==> src/rtl/sub_serial.sv <==
// Bit-serial a - b - bin, LSB first; result valid W cycles after the accept edge.
// in_ready only in IDLE; result held in DONE until out_ready.
module sub_serial #(
  parameter int W = 4
) (
  input  logic         clk,
  input  logic         rst,
  input  logic         in_valid,
  output logic         in_ready,
  input  logic [W-1:0] a,
  input  logic [W-1:0] b,
  input  logic         bin,
  output logic         out_valid,
  input  logic         out_ready,
  output logic [W-1:0] diff,
  output logic         bout,
  output logic         zero,
  output logic         ovf
);

  localparam int CW = $clog2(W);

  typedef enum logic [1:0] {IDLE, RUN, DONE} state_t;

  state_t        state;
  logic [W-1:0]  sa;
  logic [W-1:0]  sb;
  logic [W-1:0]  res;
  logic          amsb;
  logic          bmsb;
  logic          br;
  logic [CW-1:0] cnt;

  logic          d;
  logic          br_nxt;
  logic [W-1:0]  res_nxt;

  // Operands shift right so the current bit is always at position 0.
  always_comb begin
    d       = sa[0] ^ sb[0] ^ br;
    br_nxt  = (~sa[0] & sb[0]) | (~(sa[0] ^ sb[0]) & br);
    res_nxt = {d, res[W-1:1]};
  end

  assign in_ready  = (state == IDLE);
  assign out_valid = (state == DONE);

  always_ff @(posedge clk or posedge rst) begin
    if (rst) begin
      state <= IDLE;
      sa    <= '0;
      sb    <= '0;
      res   <= '0;
      amsb  <= 1'b0;
      bmsb  <= 1'b0;
      br    <= 1'b0;
      cnt   <= '0;
      diff  <= '0;
      bout  <= 1'b0;
      zero  <= 1'b0;
      ovf   <= 1'b0;
    end else begin
      case (state)
        IDLE: begin
          if (in_valid) begin
            sa    <= a;
            sb    <= b;
            amsb  <= a[W-1];
            bmsb  <= b[W-1];
            br    <= bin;
            res   <= '0;
            cnt   <= '0;
            state <= RUN;
          end
        end
        RUN: begin
          sa  <= sa >> 1;
          sb  <= sb >> 1;
          br  <= br_nxt;
          res <= res_nxt;
          cnt <= cnt + CW'(1);
          // Result outputs only change here, so they hold between operations.
          if (cnt == CW'(W - 1)) begin
            diff  <= res_nxt;
            bout  <= br_nxt;
            zero  <= (res_nxt == '0);
            ovf   <= (amsb ^ bmsb) & (amsb ^ res_nxt[W-1]);
            state <= DONE;
          end
        end
        DONE: begin
          if (out_ready) state <= IDLE;
        end
        default: state <= IDLE;
      endcase
    end
  end

endmodule

==> config.mk <==
export PLATFORM = sky130hd
export DESIGN_NAME = sub_serial
export DESIGN_NICKNAME = d
export VERILOG_FILES = /design/src/rtl/sub_serial.sv
export SDC_FILE = /design/constraint.sdc
export NUM_CORES = 1
export LEC_CHECK = 0
export ABC_AREA = 1
export BUFFER_PORTS_ARGS = -buffer_cell sky130_fd_sc_hd__buf_2
export CAP_MARGIN = 20
export CORE_MARGIN = 5
export CORE_UTILIZATION = 45
export DETAILED_ROUTE_END_ITERATION = 10
export PLACE_DENSITY = 0.74
export SLEW_MARGIN = 20
export SYNTH_ARGS = -nofsm -noshare
export SYNTH_HDL_FRONTEND = slang
export SYNTH_SLANG_ARGS = --single-unit
==> constraint.sdc <==
create_clock -name clk -period 3.95 [get_ports clk]
set_clock_uncertainty 0.2 [all_clocks]
set_input_delay 0.9875 -clock clk [delete_from_list [all_inputs] [get_ports clk]]
set_output_delay 0.9875 -clock clk [all_outputs]
set_load 0.005 [all_outputs]
==> reports/qor.yml, run 1 <==
grt_pass1_wl_mm: 3.719
worstMarginPinSlew_ns: 0.9228
synth-simple-area-share_pct: 27.84
rsz0062_at_grt: "no"
grt_max_degree: 26
final_cell_mix: "63 x nand2_1, 25 x dfrtp_1, 21 x buf_2"
syn_to_final_growth_pct: 12.24
row_count: 18
final_common_cell: "nand2_1"
vias: 916
fin_setup_tns_ns: 0
synthesis.nets: 156
synth_top_family_by_area: "simple AND/OR/NAND/NOR gates"
cts_hold_buffers: 0
cp_data_required_time_ns: 2.76
place_congestion: 0.7620
die-area_sq_mm: 0.003680
postLayoutCellArea_sq_mm: 0.001296
cts.htree.levels: 1
clk_pin_slew_ns: 0.12
hp-class: "reg2reg"
finalCriticalPeriod_ns: 2.465
post_cts_buffers: 0
synthXorXnorAreaFrac_pct: 0
overflow: 0
clock_path_buffers: 2
max_slew_margin_pct: 38.41
met2_usage_pct: 23.82
max_clock_freq_ghz: 0.4056
place_area_sq_mm: 0.001270
die_y_um: 60.66
muxShareOfSynthArea_pct: 0
port_buffers: 21
yosysWarnings: 0
maxCapViolations: 0
synth_cell_types: 16
setup_viol: 0
path_max_fanout: 13
status: "finished clean"
drt_iter0_markers: 23
top_usage_layer: "met2"
yosys.area_share.adder_pct: 4.550
yosys-top-cells-area: "dfrtp_1 54%, nand2_1 20%, nand3_1 4.3%"
drive_above_1_share_pct: 18.01
start_util_pct: 46.62
antenna_left: 0
syn_area_sq_mm: 0.001155
post_drt_wl_per_cell_um: 11.18
post-place-ws_ns: 1.634
grt_util_met3_pct: 4.681
p_leak_nw: 0.7408
critical_path_class: "reg2out"
power.density_mw_per_mm2: 759.0
synth.top_cell.area_share_pct: 54.17
worstSkewPairLatency_ns: 0.31
synthCells: 140
cts_resized: 0
drc_errors: 0
arrival_ns: 1.28
grt_pass1_vias: 913
hold_viol: 0
synth-seq-cells: 25
min_period_over_period_pct: 62.42
cts_tree: "done"
numCtsBuffers: 3
yosysSeqAreaShare_pct: 54.17
grt_use_met1_pct: 15.77
slew_viol_final: 0
synth.avg_cell_area_sq_um: 8.249
grt.total_usage_pct: 13.45
antenna_found_initial: 0
antennaDiodeCount: 0
vias_per_cell: 4.796
top_level_ports: 22
clock_sinks: 25
root_buffer: "clkbuf_4"
yosys.area.top_type: "dfrtp_1"
die_width_um: 60.66
dr.pass1.iters: 4
num-fill-cells: 246
nets: 178
dpl.hpwl_mm: 1.588
synth-compound-area-share_pct: 6.176
vdd_drop_max_mv: 0.3542
setup_slack_ns: 1.485
worstSetupStartpointType: "register"
crit_path_end_kind: "output pin"
drt_wl_total_mm: 2.136
coreArea_sq_mm: 0.002477
## state kept, by name, summed over array words and instances, names as in the netlist
signal  cells
ovf         1
state       2
diff        4
zero        1
res         3
cnt         2
sb          4
sa          4
amsb        1
bout        1
bmsb        1
br          1
## synth_stat cells
master,n
buf_2,1
buf_4,3
dfrtp_1,25
fa_1,2
ha_1,1
inv_1,13
inv_2,2
nand2_1,63
nand2_2,1
nand3_1,10
nand3_2,1
nor2_1,5
o21ai_0,9
o21ai_1,2
o21ai_2,1
o31ai_1,1
## path summary, 6_finish.rpt
kind | start | endpoint | slack (ns) | cells after the start
setup / recovery | state[0] | in_ready | 1.48 | 2
hold / removal | diff[0] | diff[0] | 0.29 | 2
setup reg to reg | state[0] | sa[0] | 2.10 | 4
hold reg to reg | diff[0] | diff[0] | 0.29 | 2
max in group asynchronous | rst | diff[2] | 2.34 | 2
min in group asynchronous | rst | amsb | 0.66 | 2
## worst max-delay path, stage by stage, from the launching register on
cell and delay, ns:
dfrtp_1 0.67, nor2_1 0.15, buf_2 0.16
## final cells by class
cell class              count  area [sq um]  area share [%]
clock buffers               4         26.28           2.027
repair buffers             21         105.1           8.108
well taps                  30         37.54           2.896
multi-input cells          96         445.4           34.36
flip-flops and latches     25         625.6           48.26
inverters                  15         56.30           4.344
## where the power goes
part / leakage (nW) / total (W) / switching, W / internal (W)
Combinational: 0.406 / 0.000416 / 0.000254 / 0.000162
Clock: 0.0150 / 0.000111 / 0.0000712 / 0.0000395
Sequential: 0.320 / 0.000457 / 0.0000911 / 0.000366
## stage by stage
step	utilization (%)	hold slack [ns]	total power (W)	instances
2_1_floorplan	-	0.2459	0.0007675	140
3_5_place_dp	51.26	0.2599	0.0008904	187
4_1_cts	52.32	0.2921	0.001002	191
5_1_grt	52.32	0.3217	0.001093	191
6_report	52.32	0.2858	0.0009839	191
3_3_place_gp	51.26	0.2577	0.0008627	187
## cell families (layout without fill, tap and decap cells)
family          count (synthesis)  in the layout
simple gates                   80             80
flops                          25             25
buf+inv                        19             40
compound gates                 13             13
fa+ha+maj                       3              3
## metal layers
layer  vias to the layer above  share of wire, %
li1                        472                 -
met1                       419                45
met2                        21                49
met3                         4               5.8
met4                         0              0.66
met5                         -                 0
(Power assumes the default switching activity.)
==> run 2: changes to the inputs <==
PLACE_DENSITY = 0.77   (was 0.74)
clock period = 2.15 ns   (was 3.95 ns; I/O delays follow)
==> run 2 against run 1 <==
Against the previous run:
- utilization is 0.66 points higher
- first-iteration DRC count is 110% higher
- combinational power is 85% higher
- routed wire length is 8.1% higher
- final cell count is 1.0% higher
- global-route usage is 0.98 points higher
- register-to-register slack worse by 1.6 ns
- critical path depth stayed put
- clock-buffer cell count is 1 lower
- worst hold slack worse by 0.26 ns
- clock power is 95% higher
==> reports/qor.yml, run 2 (synthesis gave the netlist of run 1 again) <==
dpl.hpwl_mm: 1.709  # +7.6%
grt.total_usage_pct: 14.43  # +0.98 points
vias_per_cell: 4.746  # -1.0%
drt_wl_total_mm: 2.310  # +8.1%
fin_setup_tns_ns: 0  # unchanged
cts_resized: 0  # unchanged
numCtsBuffers: 3  # unchanged
setup_viol: 0  # unchanged
cp_data_required_time_ns: 1.41  # -1.35 ns
final_cells: 193  # +1.0%
drt_iter0_markers: 49  # +110%
arrival_ns: 1.30  # +0.02 ns
path_max_fanout: 13  # unchanged
status: "finished clean"
worstSetupStartpointType: "register"
worstMarginPinSlew_ns: 0.4765  # -0.4463 ns
overflow: 0  # unchanged
final_cell_mix: "63 x nand2_1, 25 x dfrtp_1, 21 x buf_2"
post_drt_wl_per_cell_um: 11.97  # +7.0%
p_leak_nw: 0.7535  # +1.7%
top_layer_used: "met3"
dr.pass1.iters: 4  # unchanged
placedCellCount: 189  # +1.1%
die_width_um: 60.66  # unchanged
met1_length_mm: 1.034  # +7.6%
hold_viol: 0  # unchanged
die_y_um: 60.66  # unchanged
cts_hold_buffers: 0  # unchanged
slew_viol_final: 0  # unchanged
drc_errors: 0  # unchanged
crit_path_end_kind: "output pin"
post_cts_buffers: 0  # unchanged
cts_tree: "done"
vias: 916  # unchanged
start_util_pct: 46.62  # unchanged
fin_hold_ws_ns: 0.02611  # -0.2597 ns
maxCapViolations: 0  # unchanged
critical_path_class: "reg2out"
clock_sinks: 25  # unchanged
rsz0062_at_grt: "no"
clock_path_buffers: 2  # unchanged
final_core_utilization_pct: 52.98  # +0.66 points
grt_pass1_vias: 960  # +5.1%
wl_met3_um: 138  # +11%
cts.htree.levels: 1  # unchanged
min_period_over_period_pct: 94.54
syn_to_final_growth_pct: 13.65
antenna_found_initial: 0  # unchanged
row_count: 18  # unchanged
grt_max_degree: 26  # unchanged
final_common_cell: "nand2_1"
place_congestion: 0.9139  # +20%
drive_above_1_share_pct: 19.63  # +1.6 points
power.density_mw_per_mm2: 1393  # +83%
die-area_sq_mm: 0.003680  # unchanged
max_clock_freq_ghz: 0.4920
hp-class: "in2async"
top_level_ports: 22  # unchanged
clk_pin_slew_ns: 0.14  # +0.02 ns
vdd_drop_max_mv: 0.7994  # +130%
antenna_left: 0  # unchanged
coreArea_sq_mm: 0.002477  # unchanged
finalCriticalPeriod_ns: 2.033
max_slew_margin_pct: 68.23  # +30 points
port_buffers: 21  # unchanged
worstSkewPairLatency_ns: 0.33  # +0.02 ns
grt_pass1_wl_mm: 4.015  # +8.0%
route.met2.wl_mm: 1.137  # +9.7%
nets: 180  # +1.1%
root_buffer: "clkbuf_4"
antennaDiodeCount: 0  # unchanged
top_regs: "diff x4, sa x4, sb x4"
-- run 2: changes by cell type in the layout (fill, tap and decap cells not counted), sizes merged --
cell / delta
clkinv: +1
buf: +2
clkbuf: -1
-- run 2: layout make-up --
class | count | area, sq um
Clock buffer | 3 | 22.52
Timing Repair Buffer | 23 | 120.1
Multi-Input combinational cell | 96 | 445.4
Clock inverter | 1 | 5.005
Inverter | 15 | 56.30
Tap cell | 30 | 37.54
Fill cell | 253 | 1165
Sequential cell | 25 | 625.6
-- run 2: stage by stage --
stage	setup slack, ns	total power (W)	instance area [sq um]
6_report	0.1174	0.001828	1313
5_1_grt	0.05954	0.002017	1313
4_1_cts	0.1344	0.001850	1313
3_5_place_dp	0.5271	0.001631	1285
3_3_place_gp	0.5405	0.001592	1285
2_1_floorplan	0.6124	0.001410	1155
-- run 2: worst paths after layout --
check | startpoint | to | slack, ns | cells after the start
max | state[0] | in_ready | 0.12 | 2
min | rst | amsb | 0.03 | 3
max reg2reg | state[0] | sa[2] | 0.53 | 4
min reg2reg | diff[1] | diff[1] | 0.30 | 2
max in group asynchronous | rst | sa[3] | 1.48 | 3
min in group clk | out_ready | state[1] | 0.18 | 2
-- run 2: report_power, final --
group          switching, W  internal (W)
Combinational      0.000465      0.000305
Clock              0.000148     0.0000699
Sequential         0.000167      0.000673
Total              0.000780       0.00105
-- run 2: worst max-delay path, stage by stage, from the launching register on --
cell	delay (ns)
dfrtp_1	0.67
nor2_1	0.14
buf_2	0.16
-- run 2: layer usage --
metal	vias up	track usage, %
li1	473	-
met1	418	17.81
met2	25	24.73
met3	0	5.106
met4	0	2.477
met5	-	0
